**config.mk**
```make
export PLATFORM = sky130hd
export DESIGN_NAME = pc_fetch_unit_flat
export DESIGN_NICKNAME = d
export VERILOG_FILES = /design/src/rtl/mips_pkg.sv /design/src/rtl/pc_fetch_unit_if.sv /design/src/rtl/pc_fetch_unit_next_pc_sel.sv /design/src/rtl/pc_fetch_unit.sv /design/src/flat_wrapper.sv
export SDC_FILE = /design/constraint.sdc
export NUM_CORES = 1
export LEC_CHECK = 0
export ABC_AREA = 1
export CAP_MARGIN = 5
export CORE_MARGIN = 8
export CORE_UTILIZATION = 45
export CTS_CLUSTER_DIAMETER = 120
export DETAILED_ROUTE_END_ITERATION = 7
export PLACE_DENSITY = 0.76
export SYNTH_ARGS = -nofsm -noshare
export SYNTH_HDL_FRONTEND = slang
export SYNTH_SLANG_ARGS = --single-unit
```
**constraint.sdc**
```tcl
create_clock -name clk -period 3.3 [get_ports clk]
set_clock_uncertainty 0.1 [all_clocks]
set_input_delay 0.99 -clock clk [delete_from_list [all_inputs] [get_ports clk]]
set_output_delay 0.99 -clock clk [all_outputs]
set_load 0.05 [all_outputs]
```
**src/rtl/mips_pkg.sv**
```systemverilog
// Shared types and constants for the MIPS fetch path.
// State encoding, default vectors and instruction field widths.
package mips_pkg;

    typedef enum logic [1:0] {
        BOOT  = 2'd0,
        FETCH = 2'd1,
        TRAP  = 2'd2
    } pc_state_t;

    localparam logic [31:0] RESET_VEC_DEF = 32'h0000_0000;
    localparam logic [31:0] EXC_VEC_DEF   = 32'h8000_0180;

    localparam int JIDX_W = 26;
    localparam int BOFF_W = 16;

endpackage

```
**src/rtl/pc_fetch_unit_if.sv**
```systemverilog
// Fetch-side bus: PC out, add4 return, redirects, imem handshake, trap.
// master is the fetch unit, slave is the surrounding core/testbench.
interface pc_fetch_unit_if
    import mips_pkg::*;
#(
    parameter int unsigned n = 32
);
    logic [n-1:0]      pc;
    logic [n-1:0]      PCPlus4;
    logic              branch;
    logic [BOFF_W-1:0] branch_off;
    logic              jump;
    logic [JIDX_W-1:0] jump_idx;
    logic              jr;
    logic [n-1:0]      jr_target;
    logic              stall;
    logic              imem_req;
    logic              imem_ready;
    logic              trap;
    logic              trap_ack;
    logic [n-1:0]      epc;
    logic [31:0]       fetch_count;

    modport master (
        output pc, imem_req, trap, epc, fetch_count,
        input  PCPlus4, branch, branch_off, jump, jump_idx,
        input  jr, jr_target, stall, imem_ready, trap_ack
    );

    modport slave (
        input  pc, imem_req, trap, epc, fetch_count,
        output PCPlus4, branch, branch_off, jump, jump_idx,
        output jr, jr_target, stall, imem_ready, trap_ack
    );
endinterface

```
**src/rtl/pc_fetch_unit_next_pc_sel.sv**
```systemverilog
// Next-PC target mux: jr > jump > branch > sequential.
// Flags targets whose low two bits are not zero.
module next_pc_sel
    import mips_pkg::*;
#(
    parameter int unsigned n = 32
) (
    input  logic [n-1:0]      PCPlus4,
    input  logic              branch,
    input  logic [BOFF_W-1:0] branch_off,
    input  logic              jump,
    input  logic [JIDX_W-1:0] jump_idx,
    input  logic              jr,
    input  logic [n-1:0]      jr_target,
    output logic [n-1:0]      target,
    output logic              misaligned
);
    logic [n-1:0] br_ofs;
    logic [n-1:0] br_tgt;
    logic [n-1:0] j_tgt;

    // Word offset: sign-extend then scale by 4
    assign br_ofs = {{(n-BOFF_W-2){branch_off[BOFF_W-1]}}, branch_off, 2'b00};
    assign br_tgt = PCPlus4 + br_ofs;
    assign j_tgt  = {PCPlus4[n-1:JIDX_W+2], jump_idx, 2'b00};

    always_comb begin
        target = PCPlus4;
        priority case (1'b1)
            jr:      target = jr_target;
            jump:    target = j_tgt;
            branch:  target = br_tgt;
            default: target = PCPlus4;
        endcase
    end

    assign misaligned = |target[1:0];
endmodule

```
**src/rtl/pc_fetch_unit.sv**
```systemverilog
// PC register and fetch sequencer: BOOT -> FETCH, misaligned JR traps.
// add4 is external; PCPlus4 returns combinationally on the bus.
module pc_fetch_unit
    import mips_pkg::*;
#(
    parameter int unsigned  n         = 32,
    parameter logic [n-1:0] RESET_VEC = RESET_VEC_DEF,
    parameter logic [n-1:0] EXC_VEC   = EXC_VEC_DEF
) (
    input  logic            clk,
    input  logic            rst,
    pc_fetch_unit_if.master bus
);
    pc_state_t    state_q;
    logic [n-1:0] pc_q;
    logic [n-1:0] epc_q;
    logic [31:0]  cnt_q;
    logic         req_q;
    logic         trap_q;
    logic [n-1:0] pc_d;
    logic         misal;
    logic         adv;

    next_pc_sel #(.n(n)) u_sel (
        .PCPlus4    (bus.PCPlus4),
        .branch     (bus.branch),
        .branch_off (bus.branch_off),
        .jump       (bus.jump),
        .jump_idx   (bus.jump_idx),
        .jr         (bus.jr),
        .jr_target  (bus.jr_target),
        .target     (pc_d),
        .misaligned (misal)
    );

    assign adv = bus.imem_ready & ~bus.stall;

    always_ff @(posedge clk) begin
        if (rst) begin
            state_q <= BOOT;
            pc_q    <= RESET_VEC;
            epc_q   <= '0;
            cnt_q   <= '0;
            req_q   <= 1'b0;
            trap_q  <= 1'b0;
        end else begin
            case (state_q)
                BOOT: begin
                    state_q <= FETCH;
                    req_q   <= 1'b1;
                end
                FETCH: begin
                    if (adv) begin
                        if (misal) begin
                            epc_q   <= pc_q;
                            pc_q    <= EXC_VEC;
                            trap_q  <= 1'b1;
                            req_q   <= 1'b0;
                            state_q <= TRAP;
                        end else begin
                            pc_q  <= pc_d;
                            cnt_q <= cnt_q + 32'd1;
                        end
                    end
                end
                TRAP: begin
                    if (bus.trap_ack) begin
                        trap_q  <= 1'b0;
                        req_q   <= 1'b1;
                        state_q <= FETCH;
                    end
                end
                default: begin
                    state_q <= BOOT;
                    req_q   <= 1'b0;
                    trap_q  <= 1'b0;
                end
            endcase
        end
    end

    assign bus.pc          = pc_q;
    assign bus.imem_req    = req_q;
    assign bus.trap        = trap_q;
    assign bus.epc         = epc_q;
    assign bus.fetch_count = cnt_q;
endmodule

```
**src/flat_wrapper.sv**
```systemverilog
// flat-port wrapper written by rule: the top's interface ports become plain ports
module pc_fetch_unit_flat import mips_pkg::*;
#(
    parameter int unsigned  n         = 32,
    parameter logic [n-1:0] RESET_VEC = RESET_VEC_DEF,
    parameter logic [n-1:0] EXC_VEC   = EXC_VEC_DEF
)
  (clk, rst, bus_pc, bus_imem_req, bus_trap, bus_epc, bus_fetch_count, bus_PCPlus4, bus_branch, bus_branch_off, bus_jump, bus_jump_idx, bus_jr, bus_jr_target, bus_stall, bus_imem_ready, bus_trap_ack);
  pc_fetch_unit_if #(.n(n)) bus_i ();
  input  logic clk;
  input  logic rst;
  output wire logic [$bits(bus_i.pc)-1:0] bus_pc;
  output wire logic [$bits(bus_i.imem_req)-1:0] bus_imem_req;
  output wire logic [$bits(bus_i.trap)-1:0] bus_trap;
  output wire logic [$bits(bus_i.epc)-1:0] bus_epc;
  output wire logic [$bits(bus_i.fetch_count)-1:0] bus_fetch_count;
  input wire logic [$bits(bus_i.PCPlus4)-1:0] bus_PCPlus4;
  input wire logic [$bits(bus_i.branch)-1:0] bus_branch;
  input wire logic [$bits(bus_i.branch_off)-1:0] bus_branch_off;
  input wire logic [$bits(bus_i.jump)-1:0] bus_jump;
  input wire logic [$bits(bus_i.jump_idx)-1:0] bus_jump_idx;
  input wire logic [$bits(bus_i.jr)-1:0] bus_jr;
  input wire logic [$bits(bus_i.jr_target)-1:0] bus_jr_target;
  input wire logic [$bits(bus_i.stall)-1:0] bus_stall;
  input wire logic [$bits(bus_i.imem_ready)-1:0] bus_imem_ready;
  input wire logic [$bits(bus_i.trap_ack)-1:0] bus_trap_ack;
  assign bus_pc = bus_i.pc;
  assign bus_imem_req = bus_i.imem_req;
  assign bus_trap = bus_i.trap;
  assign bus_epc = bus_i.epc;
  assign bus_fetch_count = bus_i.fetch_count;
  assign bus_i.PCPlus4 = bus_PCPlus4;
  assign bus_i.branch = bus_branch;
  assign bus_i.branch_off = bus_branch_off;
  assign bus_i.jump = bus_jump;
  assign bus_i.jump_idx = bus_jump_idx;
  assign bus_i.jr = bus_jr;
  assign bus_i.jr_target = bus_jr_target;
  assign bus_i.stall = bus_stall;
  assign bus_i.imem_ready = bus_imem_ready;
  assign bus_i.trap_ack = bus_trap_ack;
  pc_fetch_unit #(.n(n), .RESET_VEC(RESET_VEC), .EXC_VEC(EXC_VEC)) u_core (.clk(clk), .rst(rst), .bus(bus_i));
endmodule
```
==> qor.json <==
{
  "detailedPlace.worstSlack": {"value": -202, "unit": "ps"},
  "met1_usage": {"value": 0.356},
  "synthesis.nets": {"value": 1320},
  "clk_latency": {"value": 350, "unit": "ps"},
  "final_net_count": {"value": 1586},
  "share_of_post_route_cells_with_drive_strength_above_1": {"value": 0.0913},
  "status": {"value": "finished, final reports clean"},
  "dieWidth": {"value": 141, "unit": "um"},
  "cp_slowest_stage_delay": {"value": 440, "unit": "ps"},
  "crit_fanout": {"value": 15},
  "vias_in_the_first_global_route": {"value": 8257},
  "grt_first_pass_wirelength": {"value": 44100, "unit": "um"},
  "die_footprint": {"value": 19800, "unit": "um2"},
  "busiest_layer": {"value": "met2"},
  "cts.clk_slew.worst_paths": {"value": 70, "unit": "ps"},
  "numClockSinks": {"value": 99},
  "use_met2": {"value": 0.451},
  "power_density": {"value": 335, "unit": "nW/um2"},
  "postSynthRegisterBits": {"value": 99},
  "syn-mean-instance-area": {"value": 5.96, "unit": "um2"},
  "finalSetupViolCount": {"value": 0},
  "drc_errors": {"value": 0},
  "gr-total-overflow": {"value": 0},
  "clock_tree.htree_level_count": {"value": 3},
  "grt_util_all_layers": {"value": 0.279},
  "min_period": {"value": 3190, "unit": "ps"},
  "timing.critical_path.cells": {"value": "clkdlybuf4s50_1 -> buf_12 -> ha_1 -> buf_4 -> nand2_1 -> nor2_1 -> nand2_1 -> nor2_1 -> nand2_1 -> nand4_1 -> nand3_1 -> nand2_1 -> nand2_1 -> nand2_1 -> a21oi_1"},
  "timing.critical_path.to_type": {"value": "register"},
  "gr-usage-met3": {"value": 0.0719},
  "dr.pass1.iters": {"value": 7},
  "synth_top_area_frac": {"value": 0.283},
  "yosys.area.top_type": {"value": "dfxtp_1"},
  "vdd_ir_drop_max": {"value": 0.313, "unit": "mV"},
  "maxSlewHeadroom": {"value": 0.523},
  "synthFlopType": {"value": "dfxtp_1"},
  "report.final.slew_viol_count": {"value": 0},
  "wl_per_cell": {"value": 17.2, "unit": "um"},
  "syn-cell-area": {"value": 7010, "unit": "um2"},
  "top_area_cells_in_the_synthesized_netlist": {"value": "dfxtp_1 (28%), nand2_1 (18%), nor2_1 (10%)"},
  "postSynthCellCount": {"value": 1175},
  "placeableCoreArea": {"value": 15200, "unit": "um2"},
  "critical_path.most_common_cell": {"value": "nand2_1"},
  "path_type_of_the_worst_min_delay_path": {"value": "register to register"},
  "finalWorstSetupSlack": {"value": 114, "unit": "ps"},
  "synthArstFlopShare": {"value": 0},
  "synth_enable_flop_cells": {"value": 0},
  "cts-hold-fix-buffers": {"value": 0},
  "fmaxAchievable": {"value": 314, "unit": "MHz"},
  "detailedPlacementHpwl": {"value": 22700, "unit": "um"},
  "hold_viol_final": {"value": 0},
  "cpMaxStageDelayCell": {"value": "clkdlybuf4s50_1"},
  "antenna_violating_nets_left": {"value": 0},
  "grt_antenna_before_repair": {"value": 0},
  "placement_rows": {"value": 45},
  "flow.area_growth_from_synthesis": {"value": 45.5, "unit": "%"},
  "cp-start-kind": {"value": "primary input"},
  "yosys_warnings": {"value": 0},
  "numCtsBuffers": {"value": 9},
  "power.leakage": {"value": 4.58, "unit": "nW"},
  "synth_commonest_cells": {"value": "nand2_1 (338), nor2_1 (187), inv_1 (125), a21oi_1 (111), dfxtp_1 (99)"},
  "detail_route.wirelength": {"value": 28200, "unit": "um"},
  "final.period_utilization": {"value": 0.966},
  "via_per_inst": {"value": 5.32},
  "tightestPinTransition": {"value": 715, "unit": "ps"},
  "vias": {"value": 8694},
  "cap_violations": {"value": 0},
  "io_buffers": {"value": 211},
  "antenna_cells": {"value": 0},
  "synth.most_common_cell": {"value": "nand2_1"},
  "drt_iter0_markers": {"value": 707},
  "cts.root.buffer_cell": {"value": "clkbuf_16"},
  "finalWeightedCongestion": {"value": 0.999},
  "min_delay_path_depth": {"value": 2},
  "floorplan.die.height": {"value": 141, "unit": "um"},
  "worst_r2r_path_depth": {"value": 8},
  "tritoncts": {"value": "yes"},
  "synth_sequential_area_ratio": {"value": 0.283},
  "floorplan.initialDensity": {"value": 0.461},
  "kind_of_critical_path": {"value": "primary input to register"},
  "fin_worst_hold_slack": {"value": 375, "unit": "ps"},
  "synth.distinct_cells": {"value": 41},
  "crit_start": {"value": "bus_branch_off[15]"},
  "io-pin-count": {"value": 212},
  "cp_data_arrival_time": {"value": 3300, "unit": "ps"},
  "worst_flop_to_flop_path_startpoint": {"value": "u_core.bus.fetch_count[2]$_SDFFE_PP0P_"},
  "grt_start_max_net_pins": {"value": 48},
  "crit_required": {"value": 3410, "unit": "ps"},
  "ctsLongestPathBuffers": {"value": 2},
  "hold_path_startpoint": {"value": "u_core.bus.pc[0]$_SDFFE_PP0P_"},
  "rsz0062_at_grt": {"value": "false"}
}
-- logic make-up (layout without fill, tap and decap cells) --
family	Yosys count	count (layout)	synth area share
muxes	1	1	0.00143
AOI/OAI and AO/OA	207	207	0.156
DFF	99	99	0.283
xor gates and xnor gates	19	19	0.0237
and+or+nand+nor	650	650	0.388
adders and majority gates	31	31	0.0564
buffers and inverters	168	439	0.0921
-- repair_timing --
action,4_1_cts,5_1_grt
gates resized for setup,0,8
endpoints found under the setup margin,0,7
buffers inserted,0,0
hold endpoints to repair,0,0
-- worst max-delay path, delay by kind of cell --
family / cells / cell delay (ps)
adder cells (fa/ha/maj): 1 / 330
AND/OR/NAND/NOR: 10 / 1160
AO/OA/AOI/OAI: 1 / 60
buffers and inverters: 3 / 740
-- registers in the layout, summed over array words and instances, names as in the netlist --
signal	cells
u_core.bus.fetch_count	32
u_core.bus.pc	32
u_core.bus.trap	1
u_core.bus.epc	32
u_core.state_q	2
-- where the power goes --
group	switching, mW	total [mW]	internal (mW)	leakage [nW]
Clock	0.462	1.15	0.691	0.162
Combinational	0.580	1.02	0.438	3.62
Sequential	0.0218	1.24	1.22	0.801
Total	1.06	3.41	2.35	4.58
-- path summary, 6_finish.rpt --
| kind | slack [ps] | endpoint |
|---|---|---|
| setup / recovery | 110 | u_core.bus.pc[24]$_SDFFE_PP0P_ |
| hold / removal | 370 | u_core.bus.pc[0]$_SDFFE_PP0P_ |
| setup reg to reg | 970 | u_core.bus.fetch_count[27]$_SDFFE_PP0P_ |
| hold reg to reg | 370 | u_core.bus.pc[0]$_SDFFE_PP0P_ |
-- cell usage in the layout, fill, tap and decap left out, types with 3 or more instances in the layout --
cell             instances
nand3_2                  3
clkbuf_16                9
a21oi_1                110
or2_2                    5
buf_4                   83
nand2_1                334
nand3b_1                 4
nand2_2                  7
nor2_4                   3
inv_1                  124
o21bai_1                 8
o21ai_0                 73
nor2_2                   4
xor2_1                  14
nand4_1                 17
and3_1                   3
ha_1                    29
nor2_1                 186
nand3_1                 52
nor3_1                  21
clkdlybuf4s50_1        210
xnor2_1                  5
o211ai_1                 5
nor4_1                   6
dfxtp_1                 99
-- cell type report --
type                    instances  area, um2
fillers                      1409       5000
multi-input cells             908       4400
repair buffers                296       2770
flip-flops and latches         99       1980
inverters                     127        479
clock buffers                  11        243
well taps                     188        235
clock inverters                 5       85.1
-- layer usage --
layer	wire (um)	up-vias
met5	0	-
met4	702	0
met3	2920	45
met2	12600	397
met1	12000	3942
li1	-	4310
-- per-stage QoR --
step                instance area [um2]  utilization  total power [mW]  cells  setup TNS [ps]
floorplan                          7010            -              1.80   1175               0
detailed placement                 9850        0.648              2.27   1618           -1810
global route                      10200        0.671              3.56   1634               0
CTS                               10200        0.669              3.41   1634               0
finish                            10200        0.671              3.41   1634               0
global placement                   9850        0.648              2.26   1618           -1370
No activity file was read; power rests on OpenSTA's default activity.
